--- config.mk ---
export PLATFORM = sky130hd
export DESIGN_NAME = multicycle_ctrl
export DESIGN_NICKNAME = d
export VERILOG_FILES = /design/src/rtl/mips_ctrl_pkg.sv /design/src/rtl/mem_wait_timer.sv /design/src/rtl/multicycle_ctrl.sv
export SDC_FILE = /design/constraint.sdc
export NUM_CORES = 1
export LEC_CHECK = 0
export ABC_AREA = 1
export BUFFER_PORTS_ARGS = -buffer_cell sky130_fd_sc_hd__buf_2
export CORE_ASPECT_RATIO = 1.4
export CORE_MARGIN = 4
export CORE_UTILIZATION = 48
export DETAILED_ROUTE_END_ITERATION = 8
export HOLD_SLACK_MARGIN = 0.1
export PLACE_DENSITY = 0.85
export SYNTH_ARGS = -nofsm -noshare
export SYNTH_HDL_FRONTEND = slang
export SYNTH_SLANG_ARGS = --single-unit
--- constraint.sdc ---
create_clock -name clk -period 1.6 [get_ports clk]
set_input_delay 0.16 -clock clk [delete_from_list [all_inputs] [get_ports clk]]
set_output_delay 0.16 -clock clk [all_outputs]
set_load 0.1 [all_outputs]
--- src/rtl/mips_ctrl_pkg.sv ---
// Shared types and encodings for the multi-cycle MIPS control sequencer.
// Holds the state enum, opcode/funct constants, datapath select codes and trap causes.
package mips_ctrl_pkg;

    typedef enum logic [3:0] {
        S_FETCH,
        S_DECODE,
        S_EXEC_R,
        S_WB_R,
        S_EXEC_I,
        S_WB_I,
        S_ADDR,
        S_MEM_RD,
        S_WB_MEM,
        S_MEM_WR,
        S_BRANCH,
        S_JUMP,
        S_TRAP
    } state_t;

    localparam logic [5:0] OP_RTYPE  = 6'b000000;
    localparam logic [5:0] OP_ADDI   = 6'b001000;
    localparam logic [5:0] OP_LW     = 6'b100011;
    localparam logic [5:0] OP_SW     = 6'b101011;
    localparam logic [5:0] OP_BEQ    = 6'b000100;
    localparam logic [5:0] OP_BNE    = 6'b000101;
    localparam logic [5:0] OP_J      = 6'b000010;
    localparam logic [5:0] FUNCT_ADD = 6'b100000;

    localparam logic [1:0] ALU_ADD   = 2'b00;
    localparam logic [1:0] ALU_SUB   = 2'b01;
    localparam logic [1:0] ALU_FUNCT = 2'b10;

    localparam logic [1:0] PC_SRC_ALU    = 2'b00;
    localparam logic [1:0] PC_SRC_ALUOUT = 2'b01;
    localparam logic [1:0] PC_SRC_JUMP   = 2'b10;

    localparam logic [1:0] SRC_B_RT      = 2'b00;
    localparam logic [1:0] SRC_B_FOUR    = 2'b01;
    localparam logic [1:0] SRC_B_IMM     = 2'b10;
    localparam logic [1:0] SRC_B_IMM_SH2 = 2'b11;

    localparam logic [1:0] TRAP_NONE    = 2'b00;
    localparam logic [1:0] TRAP_ILLEGAL = 2'b01;
    localparam logic [1:0] TRAP_TIMEOUT = 2'b10;

    // Maps the decoded instruction to the first execute-phase state; anything unsupported traps.
    function automatic state_t decode_dispatch(input logic [5:0] opcode, input logic [5:0] funct);
        state_t target;
        case (opcode)
            OP_RTYPE: target = (funct == FUNCT_ADD) ? S_EXEC_R : S_TRAP;
            OP_ADDI:  target = S_EXEC_I;
            OP_LW:    target = S_ADDR;
            OP_SW:    target = S_ADDR;
            OP_BEQ:   target = S_BRANCH;
            OP_BNE:   target = S_BRANCH;
            OP_J:     target = S_JUMP;
            default:  target = S_TRAP;
        endcase
        return target;
    endfunction

endpackage

--- src/rtl/mem_wait_timer.sv ---
// Counts consecutive wait cycles of an outstanding memory request and flags a timeout.
// A MEM_TIMEOUT of 0 disables the expiry flag entirely.
module mem_wait_timer
    import mips_ctrl_pkg::*;
#(
    parameter int MEM_TIMEOUT = 15
) (
    input  logic clk,
    input  logic rst,
    input  logic active,
    input  logic done,
    output logic expired
);

    localparam int W = (MEM_TIMEOUT > 1) ? $clog2(MEM_TIMEOUT + 1) : 1;
    localparam logic [W-1:0] LIMIT = W'(MEM_TIMEOUT);

    logic [W-1:0] count;

    // Saturates at the limit so a held request never wraps back to a small count.
    always_ff @(posedge clk) begin
        if (rst || !active || done) begin
            count <= '0;
        end else if (count != LIMIT) begin
            count <= count + W'(1);
        end
    end

    assign expired = (MEM_TIMEOUT != 0) && active && !done && (count == LIMIT);

endmodule

--- src/rtl/multicycle_ctrl.sv ---
// Multi-cycle control sequencer for the 32-bit MIPS core: steps the shared datapath
// through fetch/decode/execute/memory/writeback and arbitrates the single memory port.
module multicycle_ctrl
    import mips_ctrl_pkg::*;
#(
    parameter int MEM_TIMEOUT = 15
) (
    input  logic       clk,
    input  logic       rst,
    input  logic [5:0] opcode,
    input  logic [5:0] funct,
    input  logic       zero,
    input  logic       mem_ready,
    output logic       mem_req,
    output logic       mem_we,
    output logic       iord,
    output logic       ir_write,
    output logic       pc_write,
    output logic [1:0] pc_src,
    output logic       alu_src_a,
    output logic [1:0] alu_src_b,
    output logic [1:0] alu_op,
    output logic       reg_write,
    output logic       reg_dst,
    output logic       mem_to_reg,
    output logic       instr_done,
    output logic       trap,
    output logic [1:0] trap_cause
);

    state_t     state;
    state_t     next_state;
    logic [1:0] cause_q;
    logic [1:0] next_cause;
    logic       mem_active;
    logic       expired;

    // Derived from state alone so the timer input never depends on its own expiry output.
    assign mem_active = !rst && ((state == S_FETCH) || (state == S_MEM_RD) || (state == S_MEM_WR));

    mem_wait_timer #(
        .MEM_TIMEOUT(MEM_TIMEOUT)
    ) u_timer (
        .clk    (clk),
        .rst    (rst),
        .active (mem_active),
        .done   (mem_ready),
        .expired(expired)
    );

    always_ff @(posedge clk) begin
        if (rst) begin
            state   <= S_FETCH;
            cause_q <= TRAP_NONE;
        end else begin
            state   <= next_state;
            cause_q <= next_cause;
        end
    end

    always_comb begin
        next_state = state;
        next_cause = cause_q;
        mem_req    = 1'b0;
        mem_we     = 1'b0;
        iord       = 1'b0;
        ir_write   = 1'b0;
        pc_write   = 1'b0;
        pc_src     = PC_SRC_ALU;
        alu_src_a  = 1'b0;
        alu_src_b  = SRC_B_RT;
        alu_op     = ALU_ADD;
        reg_write  = 1'b0;
        reg_dst    = 1'b0;
        mem_to_reg = 1'b0;
        instr_done = 1'b0;
        trap       = 1'b0;
        trap_cause = cause_q;

        case (state)
            S_FETCH: begin
                mem_req   = 1'b1;
                alu_src_b = SRC_B_FOUR;
                if (mem_ready) begin
                    ir_write   = 1'b1;
                    pc_write   = 1'b1;
                    next_state = S_DECODE;
                end else if (expired) begin
                    next_state = S_TRAP;
                    next_cause = TRAP_TIMEOUT;
                end
            end
            S_DECODE: begin
                alu_src_b  = SRC_B_IMM_SH2;
                next_state = decode_dispatch(opcode, funct);
                if (next_state == S_TRAP) begin
                    next_cause = TRAP_ILLEGAL;
                end
            end
            S_EXEC_R: begin
                alu_src_a  = 1'b1;
                alu_src_b  = SRC_B_RT;
                alu_op     = ALU_FUNCT;
                next_state = S_WB_R;
            end
            S_WB_R: begin
                reg_write  = 1'b1;
                reg_dst    = 1'b1;
                instr_done = 1'b1;
                next_state = S_FETCH;
            end
            S_EXEC_I: begin
                alu_src_a  = 1'b1;
                alu_src_b  = SRC_B_IMM;
                next_state = S_WB_I;
            end
            S_WB_I: begin
                reg_write  = 1'b1;
                instr_done = 1'b1;
                next_state = S_FETCH;
            end
            S_ADDR: begin
                alu_src_a  = 1'b1;
                alu_src_b  = SRC_B_IMM;
                next_state = (opcode == OP_SW) ? S_MEM_WR : S_MEM_RD;
            end
            S_MEM_RD: begin
                mem_req = 1'b1;
                iord    = 1'b1;
                if (mem_ready) begin
                    next_state = S_WB_MEM;
                end else if (expired) begin
                    next_state = S_TRAP;
                    next_cause = TRAP_TIMEOUT;
                end
            end
            S_WB_MEM: begin
                reg_write  = 1'b1;
                mem_to_reg = 1'b1;
                instr_done = 1'b1;
                next_state = S_FETCH;
            end
            S_MEM_WR: begin
                mem_req = 1'b1;
                iord    = 1'b1;
                mem_we  = 1'b1;
                if (mem_ready) begin
                    instr_done = 1'b1;
                    next_state = S_FETCH;
                end else if (expired) begin
                    next_state = S_TRAP;
                    next_cause = TRAP_TIMEOUT;
                end
            end
            // Branch outcome is a Mealy term: the ALU subtract result settles within this cycle.
            S_BRANCH: begin
                alu_src_a  = 1'b1;
                alu_src_b  = SRC_B_RT;
                alu_op     = ALU_SUB;
                pc_src     = PC_SRC_ALUOUT;
                pc_write   = ((opcode == OP_BEQ) && zero) || ((opcode == OP_BNE) && !zero);
                instr_done = 1'b1;
                next_state = S_FETCH;
            end
            S_JUMP: begin
                pc_src     = PC_SRC_JUMP;
                pc_write   = 1'b1;
                instr_done = 1'b1;
                next_state = S_FETCH;
            end
            S_TRAP: begin
                trap = 1'b1;
            end
            default: begin
                next_state = S_FETCH;
            end
        endcase

        // Reset silences the port immediately, including a request still awaiting mem_ready.
        if (rst) begin
            mem_req    = 1'b0;
            mem_we     = 1'b0;
            iord       = 1'b0;
            ir_write   = 1'b0;
            pc_write   = 1'b0;
            pc_src     = 2'b00;
            alu_src_a  = 1'b0;
            alu_src_b  = 2'b00;
            alu_op     = 2'b00;
            reg_write  = 1'b0;
            reg_dst    = 1'b0;
            mem_to_reg = 1'b0;
            instr_done = 1'b0;
            trap       = 1'b0;
            trap_cause = 2'b00;
        end
    end

endmodule

==> results of run 1 <==
## cell usage after synthesis (all sizes together)
cell type / n
nor2: 49
nand2: 45
inv: 28
nand3: 12
dfxtp: 10
a21oi: 6
nor3: 6
o21ai: 4
a31oi: 3
xnor2: 2
a211oi: 1
a41oi: 1
buf: 1
clkbuf: 1
ha: 1
nand4: 1
o31ai: 1
or2: 1
or3: 1
## metrics by stage
step	cells	hold WS [ns]	instance area, um^2	setup slack (ns)	TNS (ns)
2_1_floorplan	174	0.372	1120	-0.380	-1.61
3_3_place_gp	236	0.467	1640	0.0745	0
3_5_place_dp	236	0.475	1640	-0.00949	-0.0101
## cells by family after synthesis
group	Yosys count	share of synthesized area
buffers and inverters	30	0.122
xor gates and xnor gates	2	0.0189
adders and majority gates	1	0.0135
AOI/OAI and AO/OA	16	0.100
and+or+nand+nor	115	0.530
DFF	10	0.216
==> summary.txt, run 1 <==
Synth
  – Avg Inst Size Synth: roughly 5.3 um^2
  – Synth area leader: dfxtp_1
  – Synthesized net count: 191
  – Post-Syn Instances: between 150 and 200
  – Synth top area cells: dfxtp_1 22%, nor2_1 18%, nand2_1 18%, inv_1 11%, nand3_1 6.5%
  – Synth cell types: 24
  – #FFs+latches synth: 10
  – Synthesis warning total: 0
  – Post-Synthesis Cell Area: a little over 900 um^2
  – Sequential-to-total area share from yosys stat: 0.216
  – Share of the synthesized area in the top cell type: 0.216

Floorplanning
  – Io pins: 35
  – Die width: 45.1 um
  – Rows: 18
  – Initial Util: 0.514
  – Chip height: ~60 um

Outcome
  – Stopped at: clock tree synthesis (4_1_cts)
  – Status: aborted with a tool error
  – Tool error: [ERROR DPL-0038] Utilization greater than 100%, impossible to legalize

Placement
  – # port buffers: 34
  – Post-DP HPWL: between 2 and 3 mm
  – RD Place Congestion: 0.918

Clocking
  – Longest Clk Path Bufs: 2
  – Root buf cell: clkbuf_4
  – Total CTS buffers: 3
  – H-tree levels: 1
  – Post-CTS Resized: 35
  – Hold Buf Count CTS: 0
  – CTS Sinks: 10
  – Postcts setup bufs: 18
==> inputs of run 2 (changes only) <==
- CORE_AREA: not set -> 4 4 65 67
- CORE_ASPECT_RATIO: 1.4 -> not set
- CORE_MARGIN: 4 -> not set
- CORE_UTILIZATION: 48 -> not set
- DIE_AREA: not set -> 0 0 69 71
- HOLD_SLACK_MARGIN: 0.1 -> not set
- PLACE_DENSITY: 0.85 -> not set
- PLACE_DENSITY_LB_ADDON: not set -> 0.15
==> run 2 against run 1 <==
- the flow now finishes, with violations (negative setup slack)
- synthesized cell count unchanged
- synthesized area unchanged
==> summary.txt, run 2 <==
GRT
  – GR Util All Layers: 0.118
  – Global-route wire length before repair: between 4 and 5 mm
  – GR Overflow Total: 0
  – Initial antenna violation count: 0
  – Pin count of the biggest net entering global routing: 19
  – Via count of the first global-routing pass: between 1,000 and 1,500

Cells and area
  – Top flop regs: state (4), u_timer.count (4), cause_q (2)
  – Highest-count cells in the layout ignoring fill and taps: 33 x nand2_1, 30 x nor2_1, 19 x inv_1
  – Layout cell share with drive strength beyond 1: 0.504
  – Commonest non-fill, non-tap cell in the layout: nand2_1
  – Synth-to-Final Area Change: 107%
  – Final net count: between 200 and 250
  – # diodes: 0

Clocking
  – Reg clk slew, reported paths: roughly 0.050 ns
  – Total CTS buffers: 3 (unchanged)
  – H-tree levels: 1 (unchanged)
  – Root buf cell: clkbuf_8 (was clkbuf_4)
  – Longest Clk Path Bufs: 2 (unchanged)
  – Skew-Pair Late Insertion Delay: 0.23 ns
  – CTS tree: done
  – CTS Sinks: 10 (unchanged)

Synth
  – Most common cell in the netlist: nor2_1 (unchanged)
  – Synthesis warning total: 0 (unchanged)
  – Sequential-to-total area share from yosys stat: 0.216 (unchanged)
  – Share of the synthesized area in the top cell type: 0.216 (unchanged)
  – Commonest cells in the netlist: 45 x nor2_1, 44 x nand2_1, 27 x inv_1 (unchanged)
  – Avg Inst Size Synth: 5.32 um^2 (unchanged)
  – Synth top area cells: dfxtp_1 22%, nor2_1 18%, nand2_1 18%, inv_1 11%, nand3_1 6.5% (unchanged)
  – Synth area leader: dfxtp_1 (unchanged)
  – Number of synthesized flops with an enable pin: 0 (unchanged)
  – Post-Syn Instances: 174 (unchanged)
  – Ys async rst share: 0 (unchanged)
  – Post-Synthesis Cell Area: 926 um^2 (unchanged)
  – Synthesized net count: 191 (unchanged)
  – Synth cell types: 24 (unchanged)
  – Main synth FF type: dfxtp_1 (unchanged)
  – #FFs+latches synth: 10 (unchanged)

Power
  – Sw power: around 1.9 mW
  – Internal Power: between 1 and 1.5 mW
  – Power Density: ~1700 mW/mm^2
  – Seq pwr share: 0.134
  – Clock share of power: 0.078
  – Combinational cell fraction of total power: 0.788
  – Total power: 3.33 mW
  – Lkg Pwr: just under 0.9 nW
  – Max VDD drop: between 1000 and 1500 uV
  – Sw Ratio: 0.559

Worst setup path
  – Startpoint Class: flop
  – Worst Path Arrival: ~1.6 ns
  – CP required: approximately 1.4 ns
  – Crit path max fanout: 4
  – CP Capture Type: output port
  – Reg-to-reg slack, setup: ~0.13 ns
  – Worst R2R Start: state[2]
  – Reg2Reg Depth: 14
  – Critical path class: flop to output port
  – R2r endpoint: cause_q[0]

Flow run
  – Max cap viols: 0

Placement
  – Post-DP HPWL: 2.41 mm (was 2.84 mm)
  – # port buffers: 34 (unchanged)
  – RD Place Congestion: 0.797 (was 0.918)
  – Worst slack, placed: 0.0798 ns (was -0.00949 ns)

Detailed routing
  – Drt drc: 0
  – Initial detailed-routing violation count: 31
  – Drt via density: approximately 4.4
  – Via Count: between 1,000 and 1,500
  – Post-Route WL: 2.97 mm
  – Initial DRT Pass Iterations: 4
  – Antenna viol nets, final: 0
  – Routed len/inst: 10.8 um

Floorplanning
  – Core area: ~0.0036 mm^2
  – Chip height: 71 um (was 60.0 um)
  – Die area: between 0.004 and 0.005 mm^2
  – Initial Util: 0.255 (was 0.514)
  – Io pins: 35 (unchanged)
  – Rows: 22 (was 18)
  – Die width: 69 um (was 45.1 um)

Hold path
  – Hold Path Sink: state[1]
  – Worst Hold Class: input port to flop
  – Hold Startpoint: rst
  – Hold depth: 2

Timing
  – Fin Hold WS: roughly 0.21 ns
  – Worst Max-Slew Pin Slew: about 0.49 ns
  – Hold Fails Final Rpt: 0
  – Final max-slew violation count: 0
  – Period utilization: 1.07
  – Clk_skew: around 0.0070 ns
  – RSZ-0062 raised after global routing: yes
  – Final Setup Violations: 5
  – Max transition margin: 0.678
  – Max Freq: around 600 MHz
  – Fin worst setup slack: -0.106 ns
  – Min Tclk post-route: around 1.7 ns

Outcome
  – Failing checks: negative setup slack
  – Status: finished, violations left (was aborted with a tool error)
==> run 2: cell counts after synthesis <==
No cell type changed its count.
==> run 2: metal layers <==
layer	wire length, um	up-vias	global-route usage
met5	0	-	0
met4	10	0	0.0195
met3	78	2	0.0142
met2	1550	20	0.213
met1	1330	539	0.151
li1	-	648	-
==> run 2: final cells by class <==
type                    count  area (um^2)
fillers                   364         1720
multi-input cells         134          901
repair buffers             51          581
flip-flops and latches     10          215
inverters                  28          119
well taps                  48         60.1
clock buffers               3         41.3
==> run 2: power by group through the flow <==
stage	sequential (mW)	clock, mW	combinational [mW]
final	0.447	0.259	2.63
after global routing	0.457	0.277	2.79
after CTS	0.426	0.259	2.48
after detailed placement	0.399	0	2.29
after global placement	0.394	0	2.30
after floorplan	0.391	0	1.57
==> run 2: repair_timing <==
item | in CTS | in global routing
buffers inserted | 5 | 1
pin swaps | 6 | 4
resized for setup | 17 | 26
endpoints found under the hold margin | 0 | 0
endpoints found under the setup margin | 9 | 12
hold buffers | 0 | 0
==> run 2: cell families after synthesis <==
logic type / synth area share
compound gates: 0.100
simple gates: 0.530
xor+xnor: 0.0189
flops: 0.216
buf+inv: 0.122
fa+ha+maj: 0.0135
==> run 2: how the worst max path moves through the flow <==
stage,from,end
final,state[1],pc_write
after global routing,state[1],pc_write
after CTS,state[1],pc_write
after detailed placement,state[2],pc_write
after global placement,state[0],alu_src_a
after floorplan,rst,mem_to_reg
==> run 2: critical path: stages (launching register included) <==
cell and delay, ns:
dfxtp_4 0.38, inv_4 0.05, nor2_4 0.12, nand2_4 0.06
or3_4 0.33, a31oi_4 0.16, buf_12 0.19
==> run 2: per-stage QoR <==
stage          area [um^2]  setup TNS [ns]   util  std cells
3_3_place_gp          1690               0  0.465        265
6_report              1920          -0.216  0.528        274
5_1_grt               1920          -0.705  0.528        274
2_1_floorplan         1120           -1.61      -        174
3_5_place_dp          1690               0  0.465        265
4_1_cts               1820          -0.326  0.501        273
(Power assumes the default switching activity.)
==> inputs of run 3 (changes only) <==
- SYNTH_HIERARCHICAL: not set -> 1
==> run 3 against run 2 <==
- the run still ends with negative setup slack left
- first-iteration DRC count rose by 58%
- final cell count rose by 6.2%
- non-clock buffer count rose by 7
- synthesized cell count rose by 5.2%
- clock skew fell by 0.0018 ns
- core utilization rose by 3.3 points
- synthesized area rose by 5.5%
- combinational power fell by 24%
- maximum frequency rose by 4.2%
- flip-flop and latch count did not move
- design area rose by 6.2%
- critical endpoint is now state[1]
- highest routed layer unchanged
==> summary.txt, run 3 <==
Synth
  – Synth area leader: dfxtp_1 (unchanged)
  – Most common cell in the netlist: nor2_1 (unchanged)
  – Synthesized net count: 200 (was 191)
  – Number of synthesized flops with an enable pin: 0 (unchanged)
  – Post-Syn Instances: 183 (was 174)
  – Ys async rst share: 0 (unchanged)
  – Synth cell types: 23 (was 24)
  – Main synth FF type: dfxtp_1 (unchanged)
  – Avg Inst Size Synth: 5.34 um^2 (was 5.32 um^2)
  – Post-Synthesis Cell Area: 977 um^2 (was 926 um^2)
  – Share of the synthesized area in the top cell type: 0.205 (was 0.216)
  – Commonest cells in the netlist: 43 x nor2_1, 39 x nand2_1, 30 x inv_1 (was 45 x nor2_1, 44 x nand2_1, 27 x inv_1)
  – Synthesis warning total: 6 (was 0)
  – Sequential-to-total area share from yosys stat: 0.205 (was 0.216)
  – #FFs+latches synth: 10 (unchanged)
  – Synth top area cells: dfxtp_1 20%, nor2_1 17%, nand2_1 15%, inv_1 12%, nand3_1 6.7% (was dfxtp_1 22%, nor2_1 18%, nand2_1 18%, inv_1 11%, nand3_1 6.5%)

Clocking
  – Hold Buf Count CTS: 0 (unchanged)
  – Total CTS buffers: 3 (unchanged)
  – CTS tree: done (unchanged)
  – CTS Sinks: 10 (unchanged)
  – Root buf cell: clkbuf_8 (unchanged)
  – Longest Clk Path Bufs: 2 (unchanged)
  – Skew-Pair Late Insertion Delay: 0.24 ns (was 0.23 ns)
  – Reg clk slew, reported paths: 0.05 ns (about the same)
  – H-tree levels: 1 (unchanged)

Worst setup path
  – Reg-to-reg slack, setup: -0.04 ns (was 0.13 ns)
  – Startpoint Class: flop (unchanged)
  – Worst path cell trace: inv_2 -> nand2_2 -> nor2_4 -> nor2_4 -> nand2_2 -> nand2_2 -> clkinvlp_4 -> inv_2 -> nor3_4 -> nor2_2 -> buf_4 -> nand3_4 -> a41oi_2 (was inv_4 -> nor2_4 -> nand2_4 -> or3_4 -> a31oi_4 -> buf_12)
  – Critical path class: flop to flop (was flop to output port)
  – Cell mode on critical path: nand2_2
  – CP max stage cell: dfxtp_4 (unchanged)
  – Crit path max fanout: 4 (unchanged)
  – Family with the most delay on the worst path: simple AND/OR/NAND/NOR gates (unchanged)
  – CP Capture Type: flop (was output port)
  – Worst R2R Start: state[3] (was state[2])
  – CP required: 1.71 ns (was 1.44 ns)
  – Critical path buffer and inverter count: 4 (was 2)
  – CP peak stage delay: 0.37 ns (was 0.38 ns)
  – Worst Path Arrival: 1.74 ns (was 1.55 ns)
  – Reg2Reg Depth: 13 (was 14)
  – R2r endpoint: state[1] (was cause_q[0])

Hold path
  – Worst Hold Class: input port to flop (unchanged)
  – Hold depth: 4 (was 2)
  – Hold Path Sink: u_timer/count[1] (was state[1])
  – Hold Startpoint: mem_ready (was rst)

Detailed routing
  – Drt via density: 4.56 (was 4.41)
  – Initial detailed-routing violation count: 49 (was 31)
  – Post-Route WL: 3.33 mm (was 2.97 mm)
  – Via Count: 1,328 (was 1,209)
  – Antenna viol nets, final: 0 (unchanged)
  – Initial DRT Pass Iterations: 4 (unchanged)
  – Drt drc: 0 (unchanged)
  – Routed len/inst: 11.4 um (was 10.8 um)

Power
  – Sw power: 1.43 mW (was 1.86 mW)
  – Seq pwr share: 0.147 (was 0.134)
  – Power Density: 1330 mW/mm^2 (was 1740 mW/mm^2)
  – Internal Power: 1.28 mW (was 1.47 mW)
  – Sw Ratio: 0.528 (was 0.559)
  – Clock share of power: 0.120 (was 0.078)
  – Total power: 2.71 mW (was 3.33 mW)
  – Lkg Pwr: 0.886 nW (was 0.894 nW)
  – Max VDD drop: 765 uV (was 1320 uV)
  – Combinational cell fraction of total power: 0.733 (was 0.788)

Timing
  – Max transition margin: 0.681 (was 0.678)
  – Hold Fails Final Rpt: 0 (unchanged)
  – Fin Hold WS: 0.326 ns (was 0.213 ns)
  – RSZ-0062 raised after global routing: yes (unchanged)
  – Fin worst setup slack: -0.0370 ns (was -0.106 ns)
  – Final Setup Violations: 7 (was 5)
  – Worst Max-Slew Pin Slew: 0.483 ns (was 0.486 ns)
  – Final max-slew violation count: 0 (unchanged)
  – Max Freq: 611 MHz (was 586 MHz)
  – Min Tclk post-route: 1.64 ns (was 1.71 ns)
  – Clk_skew: 0.00516 ns (was 0.00697 ns)
  – Period utilization: 1.02 (was 1.07)

Floorplanning
  – Die area: 0.00490 mm^2 (unchanged)
  – Chip height: 71 um (unchanged)
  – Io pins: 35 (unchanged)
  – Core area: 0.00363 mm^2 (unchanged)
  – Die width: 69 um (unchanged)
  – Initial Util: 0.269 (was 0.255)
  – Rows: 22 (unchanged)

Placement
  – RD Place Congestion: 0.900 (was 0.797)
  – Post-DP HPWL: 2.50 mm (was 2.41 mm)
  – # port buffers: 34 (unchanged)

GRT
  – Via count of the first global-routing pass: 1,228 (was 1,172)
  – GR Util All Layers: 0.134 (was 0.118)
  – Initial antenna violation count: 0 (unchanged)
  – Global-route wire length before repair: 5.48 mm (was 4.97 mm)
  – Pin count of the biggest net entering global routing: 18 (was 19)
  – GR Overflow Total: 0 (unchanged)

Cells and area
  – Final net count: 261 (was 245)
  – Highest-count cells in the layout ignoring fill and taps: 28 x nand2_1, 25 x nor2_1, 20 x inv_1, 20 x buf_4, 19 x buf_12 (was 33 x nand2_1, 30 x nor2_1, 19 x inv_1)
  – Top flop regs: state (4), u_timer/count (4), cause_q (2) (was state (4), u_timer.count (4), cause_q (2))
  – # diodes: 0 (unchanged)
  – Synth-to-Final Area Change: 108% (was 107%)
  – Commonest non-fill, non-tap cell in the layout: nand2_1 (unchanged)
  – # fillers: 349 (was 364)
  – Layout cell share with drive strength beyond 1: 0.560 (was 0.504)

Flow run
  – Max cap viols: 0 (unchanged)

Outcome
  – Status: finished, violations left (unchanged)
  – Failing checks: negative setup slack (unchanged)
==> run 3: changes by cell type after synthesis, sizes merged, moves of 2 or more <==
| cell | previous run | this run |
|---|---|---|
| xnor2 | 2 | 0 |
| inv | 28 | 34 |
| nand4 | 1 | 4 |
| o21ai | 4 | 8 |
| and2 | 0 | 2 |
| nor3 | 6 | 4 |
| a21oi | 6 | 3 |
| nand3 | 12 | 14 |
==> run 3: worst max-delay path by stage <==
stage                   from       end  slack, ns  cells past startpoint
finish              state[3]  state[1]      -0.04                     13
global route        state[3]  state[3]      -0.18                     14
CTS                 state[0]  pc_write      -0.03                      5
detailed placement  state[1]  state[3]      -0.04                     14
global placement    state[2]  state[3]       0.02                     14
floorplan           state[3]  state[3]      -0.44                     14
==> run 3: cells by family after synthesis <==
logic type                 share of synthesized area
AOI/OAI and AO/OA                             0.0999
and+or+nand+nor                                0.544
DFF                                            0.205
buffers and inverters                          0.138
adders and majority gates                     0.0128
==> run 3: power groups by stage <==
stage / Sequential, mW / Combinational [mW] / Clock [mW]
final: 0.398 / 1.99 / 0.324
after global routing: 0.407 / 2.10 / 0.347
after CTS: 0.396 / 1.90 / 0.331
after detailed placement: 0.386 / 1.70 / 0
after global placement: 0.387 / 1.71 / 0
after floorplan: 0.369 / 1.13 / 0
==> run 3: metrics by stage <==
step                worst slack [ns]  cells  utilization  TNS [ns]  cell area [um^2]
floorplan                     -0.444    183            -     -3.23              1150
global placement              0.0190    276        0.483         0              1750
detailed placement           -0.0397    276        0.483   -0.0397              1750
CTS                          -0.0337    288        0.536   -0.0933              1950
global route                  -0.182    291        0.560     -1.68              2040
finish                       -0.0370    291        0.560    -0.167              2040
==> run 3: routing by layer <==
metal | global-route usage | wire length, um | up-vias
li1 | - | - | 694
met1 | 0.170 | 1490 | 597
met2 | 0.225 | 1630 | 35
met3 | 0.0412 | 189 | 2
met4 | 0.0260 | 19 | 0
met5 | 0 | 0 | -
==> run 3: final cells by class <==
type / instances / area, um^2 / share of cell area
multi-input cells: 137 / 917 / 0.451
flip-flops and latches: 10 / 215 / 0.106
repair buffers: 58 / 644 / 0.317
well taps: 48 / 60.1 / 0.0295
clock buffers: 4 / 55.1 / 0.0270
inverters: 34 / 144 / 0.0707
==> run 3: repair_timing <==
item,CTS,global route
pin swaps,12,15
gates resized for setup,31,15
setup buffers,8,3
setup endpoints to repair,11,19
==> run 3: worst register-to-register path, delay by kind of cell, from the launching register on <==
family          cells  cell delay (ns)
buf+inv             4             0.33
compound gates      1             0.08
flops               1             0.37
simple gates        8             0.72
==> inputs of run 4 (changes only) <==
- CAP_MARGIN: not set -> 20
- clock period: 1.6 -> 1.69 ns (I/O delays scaled with it)
==> run 4 against run 3 <==
- first-iteration DRC count shrank 12%
- clock power shrank 19%
- sequential share of layout area grew 1.7 points
- global-route usage shrank 1.1 points
- register-to-register slack gained 0.13 ns
- power shrank 15%
- the run now ends clean
- routed wire length shrank 9.4%
- setup slack gained 0.063 ns
- largest power group unchanged
==> summary.txt, run 4 (synthesis gave the netlist of run 3 again) <==
Cells and area
  – Layout cell share with drive strength beyond 1: 0.451 (was 0.560)
  – Final net count: 251 (was 261)
  – # diodes: 0 (unchanged)
  – Final instance area: 0.00176 mm^2 (was 0.00204 mm^2)
  – Synth-to-Final Area Change: 80.2% (was 108%)
  – Top flop regs: state (4), u_timer/count (4), cause_q (2) (unchanged)
  – Commonest non-fill, non-tap cell in the layout: nand2_1 (unchanged)
  – Highest-count cells in the layout ignoring fill and taps: 35 x nand2_1, 33 x nor2_1, 22 x inv_1 (was 28 x nand2_1, 25 x nor2_1, 20 x inv_1, 20 x buf_4, 19 x buf_12)

Worst setup path
  – Startpoint Class: flop (unchanged)
  – CP Capture Type: output port (was flop)
  – Worst Path Arrival: 1.49 ns (was 1.74 ns)
  – Critical path class: flop to output port (was flop to flop)
  – CP required: 1.52 ns (was 1.71 ns)
  – Crit path max fanout: 6 (was 4)

Power
  – Lkg Pwr: 0.812 nW (was 0.886 nW)
  – Power Density: 1320 mW/mm^2 (was 1330 mW/mm^2)
  – Total power: 2.32 mW (was 2.71 mW)
  – Max VDD drop: 869 uV (was 765 uV)

Timing
  – Final max-slew violation count: 0 (unchanged)
  – Final Setup Violations: 0 (was 7)
  – Worst Max-Slew Pin Slew: 0.486 ns (was 0.483 ns)
  – Max Freq: 601 MHz
  – Clk_skew: 0.00416 ns (was 0.00516 ns)
  – Fin Hold WS: 0.309 ns (was 0.326 ns)
  – Max transition margin: 0.679 (was 0.681)
  – Hold Fails Final Rpt: 0 (unchanged)
  – Min Tclk post-route: 1.66 ns
  – TNS Setup: 0 ns (was -0.167 ns)
  – Period utilization: 0.984
  – RSZ-0062 raised after global routing: yes (unchanged)

Placement
  – Area after DPL: 0.00158 mm^2 (was 0.00175 mm^2)
  – Post-DP HPWL: 2.44 mm (was 2.50 mm)
  – # port buffers: 34 (unchanged)
  – RD Place Congestion: 0.854 (was 0.900)

Floorplanning
  – Io pins: 35 (unchanged)
  – Initial Util: 0.269 (unchanged)
  – Rows: 22 (unchanged)
  – Core area: 0.00363 mm^2 (unchanged)
  – Die area: 0.00490 mm^2 (unchanged)
  – Chip height: 71 um (unchanged)
  – Die width: 69 um (unchanged)

Detailed routing
  – Initial detailed-routing violation count: 43 (was 49)
  – Routed len/inst: 10.7 um (was 11.4 um)
  – Drt drc: 0 (unchanged)
  – Antenna viol nets, final: 0 (unchanged)
  – Post-Route WL: 3.01 mm (was 3.33 mm)
  – Via Count: 1,261 (was 1,328)
  – Drt via density: 4.49 (was 4.56)
  – Initial DRT Pass Iterations: 4 (unchanged)

GRT
  – GR Overflow Total: 0 (unchanged)
  – Via count of the first global-routing pass: 1,167 (was 1,228)
  – Global-route wire length before repair: 5.08 mm (was 5.48 mm)
  – GR Util All Layers: 0.123 (was 0.134)
  – Initial antenna violation count: 0 (unchanged)
  – Pin count of the biggest net entering global routing: 22 (was 18)

Clocking
  – Longest Clk Path Bufs: 2 (unchanged)
  – H-tree levels: 1 (unchanged)
  – Reg clk slew, reported paths: 0.05 ns (about the same)
  – Total CTS buffers: 3 (unchanged)
  – Skew-Pair Late Insertion Delay: 0.24 ns (about the same)
  – Hold Buf Count CTS: 0 (unchanged)
  – CTS tree: done (unchanged)
  – Root buf cell: clkbuf_8 (unchanged)
  – CTS Sinks: 10 (unchanged)

Flow run
  – Max cap viols: 0 (unchanged)

Outcome
  – Status: completed (was finished, violations left)

Hold path
  – Worst Hold Class: input port to flop (unchanged)
-- run 4: changes by cell type in the layout (fill, tap and decap cells not counted), sizes merged --
cell    delta
buf       -11
clkinv     +1
-- run 4: area by class of cell --
cell class / instances / area [um^2]
repair buffers: 48 / 513
inverters: 34 / 136
clock inverters: 1 / 3.75
clock buffers: 3 / 41.3
flip-flops and latches: 10 / 215
fillers: 389 / 1870
well taps: 48 / 60.1
multi-input cells: 137 / 791
-- run 4: routing by layer --
layer	GRT usage	wire length, um	up-vias
met5	0	0	-
met3	0.0213	134	3
met4	0.0521	36	0
met2	0.209	1520	30
li1	-	-	671
met1	0.153	1330	557
-- run 4: worst max-delay path, stage by stage, from the launching register on --
cell	delay (ns)
dfxtp_4	0.37
nor2_1	0.14
buf_4	0.15
nand3_2	0.14
a31oi_4	0.24
buf_12	0.20
-- run 4: per-stage QoR --
step,util,setup WS (ns),std cells
global placement,0.436,0.0447,272
global route,0.485,-0.0631,281
CTS,0.451,-0.0352,276
floorplan,-,-0.414,183
detailed placement,0.436,0.0273,272
finish,0.485,0.0264,281
-- run 4: worst paths after layout --
path               startpoint               end  slack [ns]  cells past startpoint
min reg2reg  u_timer/count[1]  u_timer/count[1]        0.51                      2
max                  state[0]          pc_write        0.03                      5
max reg2reg          state[1]          state[1]        0.09                     13
min                       rst        cause_q[0]        0.31                      4
-- run 4: repair_timing --
action | CTS | global route
cloned | 0 | 0
setup endpoints to repair | 5 | 15
pin swaps | 1 | 11
gates resized for setup | 5 | 25
buffers inserted | 0 | 5
-- run 4: report_power, final --
part,switching (mW),internal [mW],total (mW)
combinational,1.08,0.606,1.69
clock,0.101,0.160,0.261
sequential,0.0698,0.297,0.366
total,1.25,1.06,2.32
